<file path="src/rtl/chipper_inject_ctrl.sv">
// CHIPPER PE injection controller: FIFO, inject handshake, loopback, golden epoch.
// Optional starvation monitor enabled by defining CHIPPER_STARVE_MON_EN.
module chipper_inject_ctrl #(
  parameter logic [1:0] X_COORD      = 2'b01,
  parameter logic [1:0] Y_COORD      = 2'b01,
  parameter logic [1:0] Z_COORD      = 2'b01,
  parameter int         DEPTH        = 4,
  parameter int         BURST_MAX    = 4,
  parameter int         EPOCH_LEN    = 64,
  parameter int         STARVE_LIMIT = 16
) (
  input  logic        clk,
  input  logic        rst_n,
  input  logic        pe_valid,
  input  logic [31:0] pe_flit,
  output logic        pe_ready,
  output logic        inject_request,
  input  logic        inject_grant,
  output logic [31:0] pein_flit,
  output logic        lb_valid,
  output logic [31:0] lb_flit,
  input  logic        lb_ready,
  output logic [5:0]  golden_id,
  output logic        golden_tick,
  output logic        starve_alarm
);

  localparam int AW = $clog2(DEPTH);
  localparam int CW = AW + 1;
  localparam int BW = $clog2(BURST_MAX + 1);
  localparam int EW = $clog2(EPOCH_LEN);
  localparam logic [5:0] SELF_ID = {X_COORD, Y_COORD, Z_COORD};
  localparam logic [CW-1:0] FULL_CNT = CW'(DEPTH);
  localparam logic [BW-1:0] BURST_LAST = BW'(BURST_MAX - 1);
  localparam logic [EW-1:0] EPOCH_LAST = EW'(EPOCH_LEN - 1);

  typedef enum logic [1:0] {
    IDLE,
    REQ,
    LOOP,
    GAP
  } state_e;

  state_e          state_q, state_d;
  logic [31:0]     mem_q [DEPTH];
  logic [AW-1:0]   wr_ptr_q, wr_ptr_d;
  logic [AW-1:0]   rd_ptr_q, rd_ptr_d;
  logic [CW-1:0]   count_q, count_d;
  logic [CW-1:0]   rem;
  logic [BW-1:0]   burst_q, burst_d;
  logic            req_q, req_d;
  logic            lbv_q, lbv_d;
  logic [31:0]     pein_q, pein_d;
  logic [31:0]     lbf_q, lbf_d;
  logic [EW-1:0]   epoch_q, epoch_d;
  logic [5:0]      gid_q, gid_d;
  logic            tick_q, tick_d;
  logic            push, pop;
  logic            nh_valid;
  logic [31:0]     nh;
  state_e          sel_state;

  assign pe_ready       = (count_q != FULL_CNT);
  assign inject_request = req_q;
  assign pein_flit      = pein_q;
  assign lb_valid       = lbv_q;
  assign lb_flit        = lbf_q;
  assign golden_id      = gid_q;
  assign golden_tick    = tick_q;

  // FIFO bookkeeping and the head that will be presented next cycle
  always_comb begin
    push     = pe_valid && pe_ready;
    pop      = ((state_q == REQ) && inject_grant)
            || ((state_q == LOOP) && lb_ready);
    wr_ptr_d = wr_ptr_q + AW'(push);
    rd_ptr_d = rd_ptr_q + AW'(pop);
    count_d  = count_q + CW'(push) - CW'(pop);
    rem      = count_q - CW'(pop);
    nh_valid = 1'b0;
    nh       = '0;
    if (rem != '0) begin
      nh_valid = 1'b1;
      nh       = mem_q[rd_ptr_d];
    end else if (push) begin
      nh_valid = 1'b1;
      nh       = pe_flit;
    end
    if (!nh_valid) begin
      sel_state = IDLE;
    end else if (nh[31:26] == SELF_ID) begin
      sel_state = LOOP;
    end else begin
      sel_state = REQ;
    end
  end

  // Next-state, burst counter and next registered outputs
  always_comb begin
    state_d = state_q;
    burst_d = '0;
    unique case (state_q)
      IDLE: state_d = sel_state;
      REQ: begin
        if (inject_grant) begin
          if (burst_q == BURST_LAST) begin
            state_d = GAP;
          end else begin
            state_d = sel_state;
          end
        end
      end
      LOOP: begin
        if (lb_ready) begin
          state_d = sel_state;
        end
      end
      GAP: state_d = sel_state;
    endcase
    if ((state_q == REQ) && inject_grant
        && (state_d == REQ)) begin
      burst_d = burst_q + 1'b1;
    end
    req_d  = (state_d == REQ);
    lbv_d  = (state_d == LOOP);
    pein_d = (state_d == REQ) ? nh : '0;
    lbf_d  = (state_d == LOOP) ? nh : '0;
  end

  // Golden epoch counter and id advance
  always_comb begin
    if (epoch_q == EPOCH_LAST) begin
      epoch_d = '0;
      gid_d   = gid_q + 1'b1;
    end else begin
      epoch_d = epoch_q + 1'b1;
      gid_d   = gid_q;
    end
    tick_d = (epoch_d == EPOCH_LAST);
  end

  // FSM state and its registered outputs
  always_ff @(posedge clk or negedge rst_n) begin
    if (!rst_n) begin
      state_q <= IDLE;
      burst_q <= '0;
      req_q   <= 1'b0;
      lbv_q   <= 1'b0;
      pein_q  <= '0;
      lbf_q   <= '0;
    end else begin
      state_q <= state_d;
      burst_q <= burst_d;
      req_q   <= req_d;
      lbv_q   <= lbv_d;
      pein_q  <= pein_d;
      lbf_q   <= lbf_d;
    end
  end

  // FIFO storage and pointers
  always_ff @(posedge clk or negedge rst_n) begin
    if (!rst_n) begin
      for (int i = 0; i < DEPTH; i++) begin
        mem_q[i] <= '0;
      end
      wr_ptr_q <= '0;
      rd_ptr_q <= '0;
      count_q  <= '0;
    end else begin
      if (push) begin
        mem_q[wr_ptr_q] <= pe_flit;
      end
      wr_ptr_q <= wr_ptr_d;
      rd_ptr_q <= rd_ptr_d;
      count_q  <= count_d;
    end
  end

  // Free-running golden epoch registers
  always_ff @(posedge clk or negedge rst_n) begin
    if (!rst_n) begin
      epoch_q <= '0;
      gid_q   <= '0;
      tick_q  <= 1'b0;
    end else begin
      epoch_q <= epoch_d;
      gid_q   <= gid_d;
      tick_q  <= tick_d;
    end
  end

`ifdef CHIPPER_STARVE_MON_EN
  localparam logic [4:0] STARVE_LIM = 5'(STARVE_LIMIT);

  logic [4:0] starve_q, starve_d;
  logic       alarm_q, alarm_d;

  // Saturating count of ungranted request cycles
  always_comb begin
    starve_d = '0;
    if ((state_q == REQ) && !inject_grant) begin
      starve_d = (starve_q == 5'h1f) ? starve_q : starve_q + 1'b1;
    end
    alarm_d = (starve_d >= STARVE_LIM);
  end

  // Starvation counter and alarm registers
  always_ff @(posedge clk or negedge rst_n) begin
    if (!rst_n) begin
      starve_q <= '0;
      alarm_q  <= 1'b0;
    end else begin
      starve_q <= starve_d;
      alarm_q  <= alarm_d;
    end
  end

  assign starve_alarm = alarm_q;
`else
  logic unused_starve_limit;
  assign unused_starve_limit = (STARVE_LIMIT == 0);
  assign starve_alarm = 1'b0;
`endif

endmodule

</file>
<file path="config.mk">
export PLATFORM = sky130hd
export DESIGN_NAME = chipper_inject_ctrl
export DESIGN_NICKNAME = d
export VERILOG_FILES = /design/src/rtl/chipper_inject_ctrl.sv
export SDC_FILE = /design/constraint.sdc
export NUM_CORES = 1
export LEC_CHECK = 0
export BUFFER_PORTS_ARGS = -buffer_cell sky130_fd_sc_hd__buf_4
export CELL_PAD_IN_SITES_DETAIL_PLACEMENT = 0
export CELL_PAD_IN_SITES_GLOBAL_PLACEMENT = 2
export CORE_MARGIN = 8
export CORE_UTILIZATION = 45
export DETAILED_ROUTE_END_ITERATION = 10
export PLACE_DENSITY = 0.82
export SYNTH_ARGS = -nofsm -noshare
export SYNTH_HDL_FRONTEND = slang
export SYNTH_SLANG_ARGS = --single-unit
</file>
<file path="constraint.sdc">
create_clock -name clk -period 7.01 [get_ports clk]
set_input_delay 0.701 -clock clk [delete_from_list [all_inputs] [get_ports clk]]
set_output_delay 0.701 -clock clk [all_outputs]
set_load 0.1 [all_outputs]
</file>
==> run metrics <==
via count=5459; Synth Area per Inst=between 15 and 20 µm²; htree depth=1; worst hold path class=primary input to async pin; startpoint types=register; Detail Route Antenna Nets=0; cts repair resizes=0; vias in the first global route=between 6000 and 7000; unrepaired setup endpoints after global routing=false; Final Critical Period=4.41 ns; number of synthesized flops with an enable pin=0; drt pass-1 iters=4; TritonCTS clock tree=built; number of max-cap violations=0; Synth warnings=0; worst skew pair latency=0.51 ns; Distinct cells, synth=50; DR DRC count=0; FF/Latch Area=5480 µm²; Critical R2R Launch=state_q[1]$_DFF_PN0_; Post-Route WL=20600 µm; clk_skew=between 0.01 and 0.015 ns; initial core utilization=46.0%; clock sink total=219; nets=775; final-report hold violation count=0; Wirelength per Cell=20.4 µm; #FFs+latches synth=219; die extent in y=between 150 and 200 µm; highest clock rate=227 MHz; first-pass GRT wire length=roughly 34000 µm; Post-CTS Setup Bufs=0; CP max FO=35; fin crit share=62.9%; Die X=approximately 160 µm; WS Path Type=register to register; CTS buffer count=24; Max clock buf depth=3; Worst-path clk slew=roughly 0.06 ns; Post-Syn Area=9370 µm²; number of diodes=0; ys flop type=dfrtp_1; Setup TNS=0 ns; Fillers=1702; initial antenna violation count=0; area of the multi-input gates=3600 µm²; final setup violation count=0; vias per inst=5.40; gr usage total=about 16%; Syn Inst Count=around 620; grt total ovfl=0; clock root buffer=clkbuf_16; Reg2Reg Depth=12; status=complete, no violations; Mapped Nets=668; largest net degree at the start of global routing=138; number of port buffers=110; Die ar.=25700 µm²; layout cells sized above 1=48.1%; post-synthesis sequential area ratio=a little under 60%; hold buffers post-CTS=0; worst path required time=7.37 ns; Slew @ Worst Pin=between 1 and 1.5 ns; async set-reset flop share out of synthesis=100%; routability cong.=0.729; Worst slew margin=26.2%; Slew Limit Fails=0; hpwl dp=12600 µm; Worst Path Arrival=4.77 ns; worst reg2reg path endpoint=lb_flit[2]$_DFF_PN0_; setup slack, reg-to-reg=approximately 2.6 ns; Core ar.=20400 µm²; I/O Pins=between 100 and 150; synthesis-to-finish area growth=19.1%; CP endpoint kind=register; Initial DRC Count=around 270; Cell Rows=52
==> kinds of logic (layout without fill, tap and decap cells) <==
| family | count (synthesis) | count (layout) | share of synthesized area, % |
|---|---|---|---|
| compound gates | 47 | 47 | 3.95 |
| xor+xnor | 13 | 13 | 1.21 |
| fa+ha+maj | 14 | 14 | 1.95 |
| buf+inv | 52 | 175 | 3.62 |
| flops | 219 | 219 | 58.5 |
| mux | 162 | 162 | 23.8 |
| other cells | 1 | 1 | 0.0400 |
| simple gates | 109 | 109 | 6.96 |
==> through the flow <==
| stage | hold slack, ns | area, µm² | utilization, % | cells | worst slack (ns) |
|---|---|---|---|---|---|
| 2_1_floorplan | 0.405 | 9370 | - | 617 | 3.96 |
| 3_3_place_gp | 0.440 | 10400 | 50.9 | 968 | 2.55 |
| 3_5_place_dp | 0.440 | 10400 | 50.9 | 968 | 2.39 |
| 4_1_cts | 0.426 | 11200 | 54.8 | 1010 | 2.50 |
| 5_1_grt | 0.447 | 11200 | 54.8 | 1010 | 2.22 |
| 6_report | 0.331 | 11200 | 54.8 | 1010 | 2.60 |
==> per-layer routing <==
metal | wire length (µm) | GRT usage [%]
met2 | 10500 | 28.5
met3 | 906 | 3.48
met4 | 453 | 4.42
met1 | 8760 | 20.2
met5 | 0 | 0
==> cell usage after synthesis (all sizes together), types with 2 or more instances <==
| library cell | number | area [µm²] |
|---|---|---|
| nand4 | 2 | 12.5 |
| or3 | 2 | 12.5 |
| dfrtp | 219 | 5480 |
| a22oi | 31 | 243 |
| nand2 | 11 | 41.3 |
| nor3 | 39 | 325 |
| and3 | 2 | 12.5 |
| mux4 | 31 | 756 |
| inv | 14 | 52.6 |
| nor2 | 41 | 154 |
| xor2 | 6 | 52.6 |
| a32o | 2 | 21.3 |
| dlygate4sd3 | 2 | 20.0 |
| mux2 | 130 | 1460 |
| ha | 13 | 163 |
| buf | 34 | 254 |
| nand3 | 4 | 20.0 |
| xnor2 | 7 | 61.3 |
| a21oi | 4 | 27.5 |
==> flip-flops by register name (all words and copies together) (netlist names) <==
register and cells:
burst_q 3, count_q 3, epoch_q 6, golden_id 6, golden_tick 1, inject_request 1, lb_flit 32, lb_valid 1
mem_q 128, pein_flit 32, rd_ptr_q 2, state_q 2, wr_ptr_q 2
==> cells in the final DEF, fill, tap and decap left out, types with 2 or more instances in the layout <==
cell type | netlist | final
a21oi_1 | 2 | 2
a21oi_4 | 0 | 2
a22oi_1 | 29 | 29
a22oi_2 | 2 | 2
and3_1 | 2 | 2
buf_4 | 2 | 118
clkbuf_1 | 1 | 6
clkbuf_16 | 0 | 25
clkbuf_8 | 0 | 8
clkinv_2 | 0 | 3
dfrtp_1 | 219 | 219
ha_1 | 13 | 12
inv_1 | 14 | 14
mux2_2 | 130 | 130
mux4_2 | 8 | 8
mux4_4 | 23 | 23
nand2_1 | 11 | 10
nand3_1 | 4 | 3
nand4_1 | 2 | 2
nor2_1 | 41 | 41
nor3_1 | 13 | 12
nor3_2 | 26 | 27
or3_1 | 2 | 2
xnor2_1 | 7 | 7
xor2_1 | 6 | 5
==> worst max path at each step <==
stage	end	start	cells after the start	slack, ns
3_3_place_gp	lb_flit[2]$_DFF_PN0_	inject_grant	11	2.55
2_1_floorplan	lb_flit[17]$_DFF_PN0_	inject_grant	10	3.96
4_1_cts	lb_flit[2]$_DFF_PN0_	state_q[1]$_DFF_PN0_	12	2.50
3_5_place_dp	lb_flit[2]$_DFF_PN0_	inject_grant	11	2.39
5_1_grt	lb_flit[2]$_DFF_PN0_	state_q[1]$_DFF_PN0_	12	2.22
6_report	lb_flit[2]$_DFF_PN0_	state_q[1]$_DFF_PN0_	12	2.60
==> worst max-delay path: stages (launching register included) <==
cell and delay, ns:
dfrtp_1 0.40, inv_1 0.10, ha_1 0.20, nand2_1 0.12
nand2_1 0.12, ha_2 0.33, buf_4 0.58, mux4_4 0.72
a22oi_1 0.26, and4bb_4 0.28, a21oi_4 0.57, buf_4 0.44
nor3_1 0.11
==> final cells by class <==
type                       count  area share, %
sequential                   219           49.1
multi-input combinational    346           32.3
timing repair buffer         119           8.06
clock buffer                  38           6.67
tap                          270           3.03
inverter                      14          0.471
clock inverter                 4          0.404
Power is left out: the tool's default activity adds up to more than one toggle a clock period on the data nets, which glitch-free logic cannot reach.
